`config.mk`:
```
export PLATFORM = sky130hd
export DESIGN_NAME = clk_interval_timer_flat
export DESIGN_NICKNAME = d
export VERILOG_FILES = /design/src/rtl/clk_interval_timer_if.sv /design/src/rtl/clk_interval_timer.sv /design/src/flat_wrapper.sv
export SDC_FILE = /design/constraint.sdc
export NUM_CORES = 1
export LEC_CHECK = 0
export CAP_MARGIN = 15
export CORE_MARGIN = 3
export CORE_UTILIZATION = 50
export DETAILED_ROUTE_END_ITERATION = 6
export GPL_TIMING_DRIVEN = 0
export PLACE_DENSITY = 0.81
export SYNTH_ARGS = -nofsm -noshare
export SYNTH_HDL_FRONTEND = slang
export SYNTH_SLANG_ARGS = --single-unit
```
`constraint.sdc`:
```
create_clock -name clk -period 5.1 [get_ports clk]
set_input_delay 1.02 -clock clk [delete_from_list [all_inputs] [get_ports clk]]
set_output_delay 1.02 -clock clk [all_outputs]
set_load 0.02 [all_outputs]
```
`src/rtl/clk_interval_timer_if.sv`:
```
// Timebase bus: PPS input, discipline/load controls and every timebase output.
// The timer takes the slave view; the logic that drives ppsIn and the controls takes the master view.
interface clk_interval_timer_if #(
    parameter int WIDTH    = 32,
    parameter int CLK_RATE = 100000000
);
    localparam int SS_W = $clog2(CLK_RATE);

    logic             ppsIn;
    logic             syncEnable;
    logic             secondsLoadStrobe;
    logic [WIDTH-1:0] secondsLoadValue;
    logic [WIDTH-1:0] ticksSinceBoot;
    logic [WIDTH-1:0] secondsSinceBoot;
    logic [SS_W-1:0]  subSecondCount;
    logic             PPS;
    logic [WIDTH-1:0] lastIntervalClocks;
    logic             ppsInMissing;

    modport master (
        output ppsIn, syncEnable, secondsLoadStrobe, secondsLoadValue,
        input  ticksSinceBoot, secondsSinceBoot, subSecondCount, PPS,
        input  lastIntervalClocks, ppsInMissing
    );

    modport slave (
        input  ppsIn, syncEnable, secondsLoadStrobe, secondsLoadValue,
        output ticksSinceBoot, secondsSinceBoot, subSecondCount, PPS,
        output lastIntervalClocks, ppsInMissing
    );
endinterface

```
`src/rtl/clk_interval_timer.sv`:
```
// Timebase: tick and seconds counters, PPS strobe, optional discipline to an external PPS,
// measurement of the external PPS interval and loss-of-PPS detection.
module clk_interval_timer #(
    parameter int CLK_RATE    = 100000000,
    parameter int TICK_RATE   = 1000000,
    parameter int WIDTH       = 32,
    parameter int PPS_WIDTH   = 1,
    parameter int SYNC_STAGES = 2
) (
    input  logic                  clk,
    input  logic                  rst_n,
    clk_interval_timer_if.slave   bus
);
    localparam int SS_W  = $clog2(CLK_RATE);
    localparam int DIV   = CLK_RATE / TICK_RATE;
    localparam int DIV_W = (DIV > 1) ? $clog2(DIV) : 1;
    localparam int PW_W  = $clog2(PPS_WIDTH + 1);

    localparam logic [SS_W-1:0]  SUB_LAST   = SS_W'(CLK_RATE - 1);
    localparam logic [SS_W-1:0]  SUB_HALF   = SS_W'(CLK_RATE / 2);
    localparam logic [DIV_W-1:0] DIV_LAST   = DIV_W'(DIV - 1);
    localparam logic [PW_W-1:0]  PPS_LOAD   = PW_W'(PPS_WIDTH);
    localparam logic [WIDTH-1:0] MISS_LIMIT = WIDTH'(64'(CLK_RATE) * 2);
    localparam logic [WIDTH-1:0] CNT_MAX    = '1;

    logic [SYNC_STAGES-1:0] sync_q;
    logic                   syncPrev_q;
    logic                   edge_q;

    logic [SS_W-1:0]  subSecond_q,   subSecond_d;
    logic [DIV_W-1:0] div_q,         div_d;
    logic [WIDTH-1:0] ticks_q,       ticks_d;
    logic [WIDTH-1:0] seconds_q,     seconds_d;
    logic [PW_W-1:0]  ppsCnt_q,      ppsCnt_d;
    logic [WIDTH-1:0] intervalCnt_q, intervalCnt_d;
    logic [WIDTH-1:0] lastInterval_q, lastInterval_d;
    logic             missing_q,     missing_d;

    logic naturalRoll;
    logic resync;
    logic divWrap;

    // Synchronise ppsIn and register a one-cycle pulse on its rising edge.
    always_ff @(posedge clk or negedge rst_n) begin
        if (!rst_n) begin
            sync_q     <= '0;
            syncPrev_q <= 1'b0;
            edge_q     <= 1'b0;
        end else begin
            sync_q     <= {sync_q[SYNC_STAGES-2:0], bus.ppsIn};
            syncPrev_q <= sync_q[SYNC_STAGES-1];
            edge_q     <= sync_q[SYNC_STAGES-1] & ~syncPrev_q;
        end
    end

    // Next-state for the counters: a resync restarts the second and the tick divider, and only
    // counts a second when the edge arrives in the second half (otherwise the rollover already did).
    always_comb begin
        naturalRoll = (subSecond_q == SUB_LAST);
        resync      = bus.syncEnable && edge_q;
        divWrap     = (div_q == DIV_LAST);

        subSecond_d = subSecond_q + 1'b1;
        if (naturalRoll || resync) begin
            subSecond_d = '0;
        end

        div_d = div_q + 1'b1;
        if (divWrap || resync) begin
            div_d = '0;
        end

        ticks_d = divWrap ? ticks_q + 1'b1 : ticks_q;

        seconds_d = seconds_q;
        if (bus.secondsLoadStrobe) begin
            seconds_d = bus.secondsLoadValue;
        end else if (naturalRoll || (resync && (subSecond_q >= SUB_HALF))) begin
            seconds_d = seconds_q + 1'b1;
        end

        ppsCnt_d = ppsCnt_q;
        if (naturalRoll || resync) begin
            ppsCnt_d = PPS_LOAD;
        end else if (ppsCnt_q != '0) begin
            ppsCnt_d = ppsCnt_q - 1'b1;
        end

        lastInterval_d = lastInterval_q;
        intervalCnt_d  = (intervalCnt_q == CNT_MAX) ? CNT_MAX : intervalCnt_q + 1'b1;
        if (edge_q) begin
            lastInterval_d = intervalCnt_d;
            intervalCnt_d  = '0;
        end

        missing_d = bus.syncEnable && (intervalCnt_d >= MISS_LIMIT);
    end

    // Counter and status registers.
    always_ff @(posedge clk or negedge rst_n) begin
        if (!rst_n) begin
            subSecond_q    <= '0;
            div_q          <= '0;
            ticks_q        <= '0;
            seconds_q      <= '0;
            ppsCnt_q       <= '0;
            intervalCnt_q  <= '0;
            lastInterval_q <= '0;
            missing_q      <= 1'b0;
        end else begin
            subSecond_q    <= subSecond_d;
            div_q          <= div_d;
            ticks_q        <= ticks_d;
            seconds_q      <= seconds_d;
            ppsCnt_q       <= ppsCnt_d;
            intervalCnt_q  <= intervalCnt_d;
            lastInterval_q <= lastInterval_d;
            missing_q      <= missing_d;
        end
    end

    assign bus.ticksSinceBoot     = ticks_q;
    assign bus.secondsSinceBoot   = seconds_q;
    assign bus.subSecondCount     = subSecond_q;
    assign bus.PPS                = (ppsCnt_q != '0);
    assign bus.lastIntervalClocks = lastInterval_q;
    assign bus.ppsInMissing       = missing_q;
endmodule

```
`src/flat_wrapper.sv`:
```
// flat-port wrapper written by rule: the top's interface ports become plain ports
module clk_interval_timer_flat 
#(
    parameter int CLK_RATE    = 100000000,
    parameter int TICK_RATE   = 1000000,
    parameter int WIDTH       = 32,
    parameter int PPS_WIDTH   = 1,
    parameter int SYNC_STAGES = 2
)
  (clk, rst_n, bus_ppsIn, bus_syncEnable, bus_secondsLoadStrobe, bus_secondsLoadValue, bus_ticksSinceBoot, bus_secondsSinceBoot, bus_subSecondCount, bus_PPS, bus_lastIntervalClocks, bus_ppsInMissing);
  clk_interval_timer_if #(.WIDTH(WIDTH), .CLK_RATE(CLK_RATE)) bus_i ();
  input  logic clk;
  input  logic rst_n;
  input wire logic [$bits(bus_i.ppsIn)-1:0] bus_ppsIn;
  input wire logic [$bits(bus_i.syncEnable)-1:0] bus_syncEnable;
  input wire logic [$bits(bus_i.secondsLoadStrobe)-1:0] bus_secondsLoadStrobe;
  input wire logic [$bits(bus_i.secondsLoadValue)-1:0] bus_secondsLoadValue;
  output wire logic [$bits(bus_i.ticksSinceBoot)-1:0] bus_ticksSinceBoot;
  output wire logic [$bits(bus_i.secondsSinceBoot)-1:0] bus_secondsSinceBoot;
  output wire logic [$bits(bus_i.subSecondCount)-1:0] bus_subSecondCount;
  output wire logic [$bits(bus_i.PPS)-1:0] bus_PPS;
  output wire logic [$bits(bus_i.lastIntervalClocks)-1:0] bus_lastIntervalClocks;
  output wire logic [$bits(bus_i.ppsInMissing)-1:0] bus_ppsInMissing;
  assign bus_i.ppsIn = bus_ppsIn;
  assign bus_i.syncEnable = bus_syncEnable;
  assign bus_i.secondsLoadStrobe = bus_secondsLoadStrobe;
  assign bus_i.secondsLoadValue = bus_secondsLoadValue;
  assign bus_ticksSinceBoot = bus_i.ticksSinceBoot;
  assign bus_secondsSinceBoot = bus_i.secondsSinceBoot;
  assign bus_subSecondCount = bus_i.subSecondCount;
  assign bus_PPS = bus_i.PPS;
  assign bus_lastIntervalClocks = bus_i.lastIntervalClocks;
  assign bus_ppsInMissing = bus_i.ppsInMissing;
  clk_interval_timer #(.CLK_RATE(CLK_RATE), .TICK_RATE(TICK_RATE), .WIDTH(WIDTH), .PPS_WIDTH(PPS_WIDTH), .SYNC_STAGES(SYNC_STAGES)) u_core (.clk(clk), .rst_n(rst_n), .bus(bus_i));
endmodule
```
==> summary.txt <==
Worst setup path
  – CP peak stage delay: 0.58 ns
  – Critical path arrival: 3.27 ns
  – Crit path launch type: flip-flop
  – Worst R2R Path Depth: 8
  – Required @ worst endpoint: 5.42 ns
  – Crit-path slowest cell: nor4_1
  – CP endpoint kind: flip-flop
  – CP cell instances: nor4_1 -> nor2b_1 -> o31ai_1 -> a41oi_2 -> and4bb_1 -> and3_1 -> and4_1 -> o31a_1
  – WS Path Type: reg2reg
  – Worst-path fanout max: 10

Routing
  – Routed WL: 19320 um
  – Drt via density: 5.451
  – Antenna-violating nets left: 0
  – Vias: 6569
  – DRC: 0
  – Pre-antenna DRT Iters: 6
  – WL/cell: 16.03 um
  – Initial DRC count: 514

Yosys
  – Mapped Nets: 843
  – Ys flop type: dfrtp_1
  – Synth Warn #: 0
  – Area contributors post-synth: dfrtp_1 (52%), xnor2_1 (5.8%), nor2_1 (5.4%), xor2_1 (5.3%), nand2_1 (3.4%)
  – EDFF count, synth: 0
  – Commonest cells in the netlist: dfrtp_1 (168), nor2_1 (116), nand2_1 (73), xnor2_1 (53), nand3_1 (52)
  – Ys async rst share: 100.0%
  – Avg Cell Area, Syn: 10.05 sq um
  – Count of cell types in the netlist: 57
  – Synth Instances: 800
  – Register bit total from synthesis: 168
  – Top cell type's share of synthesized area: 52.26%
  – Sequential share of the synthesized area: 52.26%
  – Most frequent cell after synthesis: dfrtp_1
  – Synth Cell Area: 8044 sq um
  – Post-synth top area cell: dfrtp_1

Timing
  – Relative slew slack: 49.83%
  – Final hold vios: 0
  – Worst-Margin Slew: 0.7456 ns
  – Minimum clock period: 2.953 ns
  – Min Hold Slack: 0.3496 ns
  – Max Transition Viols Final: 0
  – # setup viols final: 0
  – Clk_skew: 0.008207 ns
  – Max Freq: 338.6 MHz
  – Period utilisation layout: 57.91%
  – Unrepaired setup endpoints after global routing: false
  – Setup TNS: 0 ns

Final layout
  – Final Util: 68.11%
  – Share of cells above drive strength 1: 6.740%
  – Area occupied by registers: 4204 sq um
  – Area of the multi-input gates: 3681 sq um
  – Area Overhead vs Synth: 31.11%
  – Nets: 1024
  – Final Cell Area: 10550 sq um
  – Diode count: 0
  – Filler cells: 1244

Clock tree
  – Clock-pin slew of the registers on the worst-case setup and hold paths: 0.07 ns
  – Clk root buf: clkbuf_16
  – CTS Buffer Depth: 2
  – Number of setup buffers added after CTS: 0
  – Post-CTS Hold Buffers: 0
  – TritonCTS clock tree: built
  – Clock sinks: 168
  – CTS Buf Count: 17
  – CTS H-tree depth: 4
  – Clock Latency Late Sink: 0.43 ns
  – Post-cts gate resize count: 0

Global routing
  – Vias in the first global route: 6389
  – Largest net degree at the start of global routing: 94
  – Initial antenna violation count: 0
  – Total Routing Usage GR: 22.05%
  – First-pass GRT wire length: 31830 um
  – Grt ovf: 0

Placement
  – DP Wirelength: 13980 um
  – Placed Area: 9952 sq um
  – I/O Buffers: 161
  – Gpl congestion: 0.8640

Floorplan
  – Row count: 45
  – Io pins: 162
  – DIE WIDTH: 132.8 um
  – Core ar.: 15480 sq um
  – Die Footprint: 17650 sq um
  – Die Y: 132.8 um
  – Initial Util: 51.95%

Pwr
  – Worst vdd rail ir drop: 253.7 uV
  – PD cells: 312.4 nW/um^2
  – Leakage: 4.499 nW

Run status
  – Status: completed

Flow run
  – Total of max-cap violations: 0

Hold path
  – Tightest Hold Check Type: reg2reg
  – Hold depth: 0
-- routing by layer --
| metal | global-route usage (%) | wire, um | vias to the layer above |
|---|---|---|---|
| li1 | - | - | 3138 |
| met1 | 28.45 | 8242 | 3196 |
| met2 | 36.34 | 9504 | 212 |
| met3 | 6.578 | 1272 | 23 |
| met4 | 6.062 | 297 | 0 |
| met5 | 0 | 0 | - |
-- report_power, final --
part | leakage, nW | internal, mW | switching [mW]
clock | 0.277 | 0.731 | 0.561
combinational | 2.01 | 0.224 | 0.245
sequential | 2.21 | 1.43 | 0.106
total | 4.50 | 2.38 | 0.911
-- critical path, delay by kind of cell, from the launching register on --
kind | cells | cell delay [ns]
and+or+nand+nor | 5 | 1.53
DFF | 1 | 0.43
AOI/OAI and AO/OA | 3 | 0.90
-- final cells by class --
class                   count  area share (%)
flip-flops and latches    168           39.86
multi-input cells         592           34.90
repair buffers            162           15.59
clock buffers              17           4.034
well taps                 211           2.503
clock inverters            15           1.602
plain buffers              23          0.9016
inverters                  17          0.6051
-- sequential cells by signal, indices dropped and copies added (netlist names) --
name	count
u_core.bus.PPS	1
u_core.bus.lastIntervalClocks	32
u_core.bus.ppsInMissing	1
u_core.bus.secondsSinceBoot	32
u_core.bus.subSecondCount	27
u_core.bus.ticksSinceBoot	32
u_core.div_q	7
u_core.edge_q	1
u_core.intervalCnt_q	32
u_core.syncPrev_q	1
u_core.sync_q	2
-- cells in the final DEF, fill, tap and decap left out, drive strengths merged, types with 3 or more instances in the layout --
cell,Yosys,routed
xnor2,53,53
nor2,117,117
nand3,54,54
a21oi,34,34
nand2,73,73
nor4,13,13
dfrtp,168,168
or4,3,3
xor2,49,49
and2,7,7
or2,3,3
or3,6,6
o21ai,38,38
nand2b,5,5
and4,8,8
mux2,11,11
buf,7,9
mux2i,10,10
clkbuf,16,33
clkdlybuf4s50,0,160
ha,6,6
a21o,3,3
nand4,30,30
inv,17,22
nor3,10,10
clkinvlp,0,4
a31oi,7,7
a41oi,4,4
and3,19,19
nor2b,8,8
clkinv,0,4
o21a,3,3
-- logic make-up after synthesis --
kind of cell | synth area share (%)
simple gates | 23.80
flops | 52.26
xor+xnor | 11.11
compound gates | 7.140
buf+inv | 1.975
mux | 2.784
fa+ha+maj | 0.9332
-- metrics by stage --
step	instances	setup slack, ns	power, mW
after floorplan	800	2.465	1.780
after global placement	1172	-3.868	2.017
after detailed placement	1173	1.890	2.029
after CTS	1205	2.243	3.320
after global routing	1205	1.938	3.429
final	1205	2.147	3.294
-- final timing paths --
path                                         startpoint                         endpoint  slack, ns
setup / recovery           u_core.bus.subSecondCount[8]  u_core.bus.secondsSinceBoot[29]       2.15
hold / removal                         u_core.sync_q[0]                 u_core.sync_q[1]       0.35
setup reg to reg           u_core.bus.subSecondCount[8]  u_core.bus.secondsSinceBoot[29]       2.15
hold reg to reg                        u_core.sync_q[0]                 u_core.sync_q[1]       0.35
max in group asynchronous                         rst_n         u_core.intervalCnt_q[11]       3.71
min in group asynchronous                         rst_n     u_core.bus.subSecondCount[9]       0.56
Power figures use the tool's default switching activity.
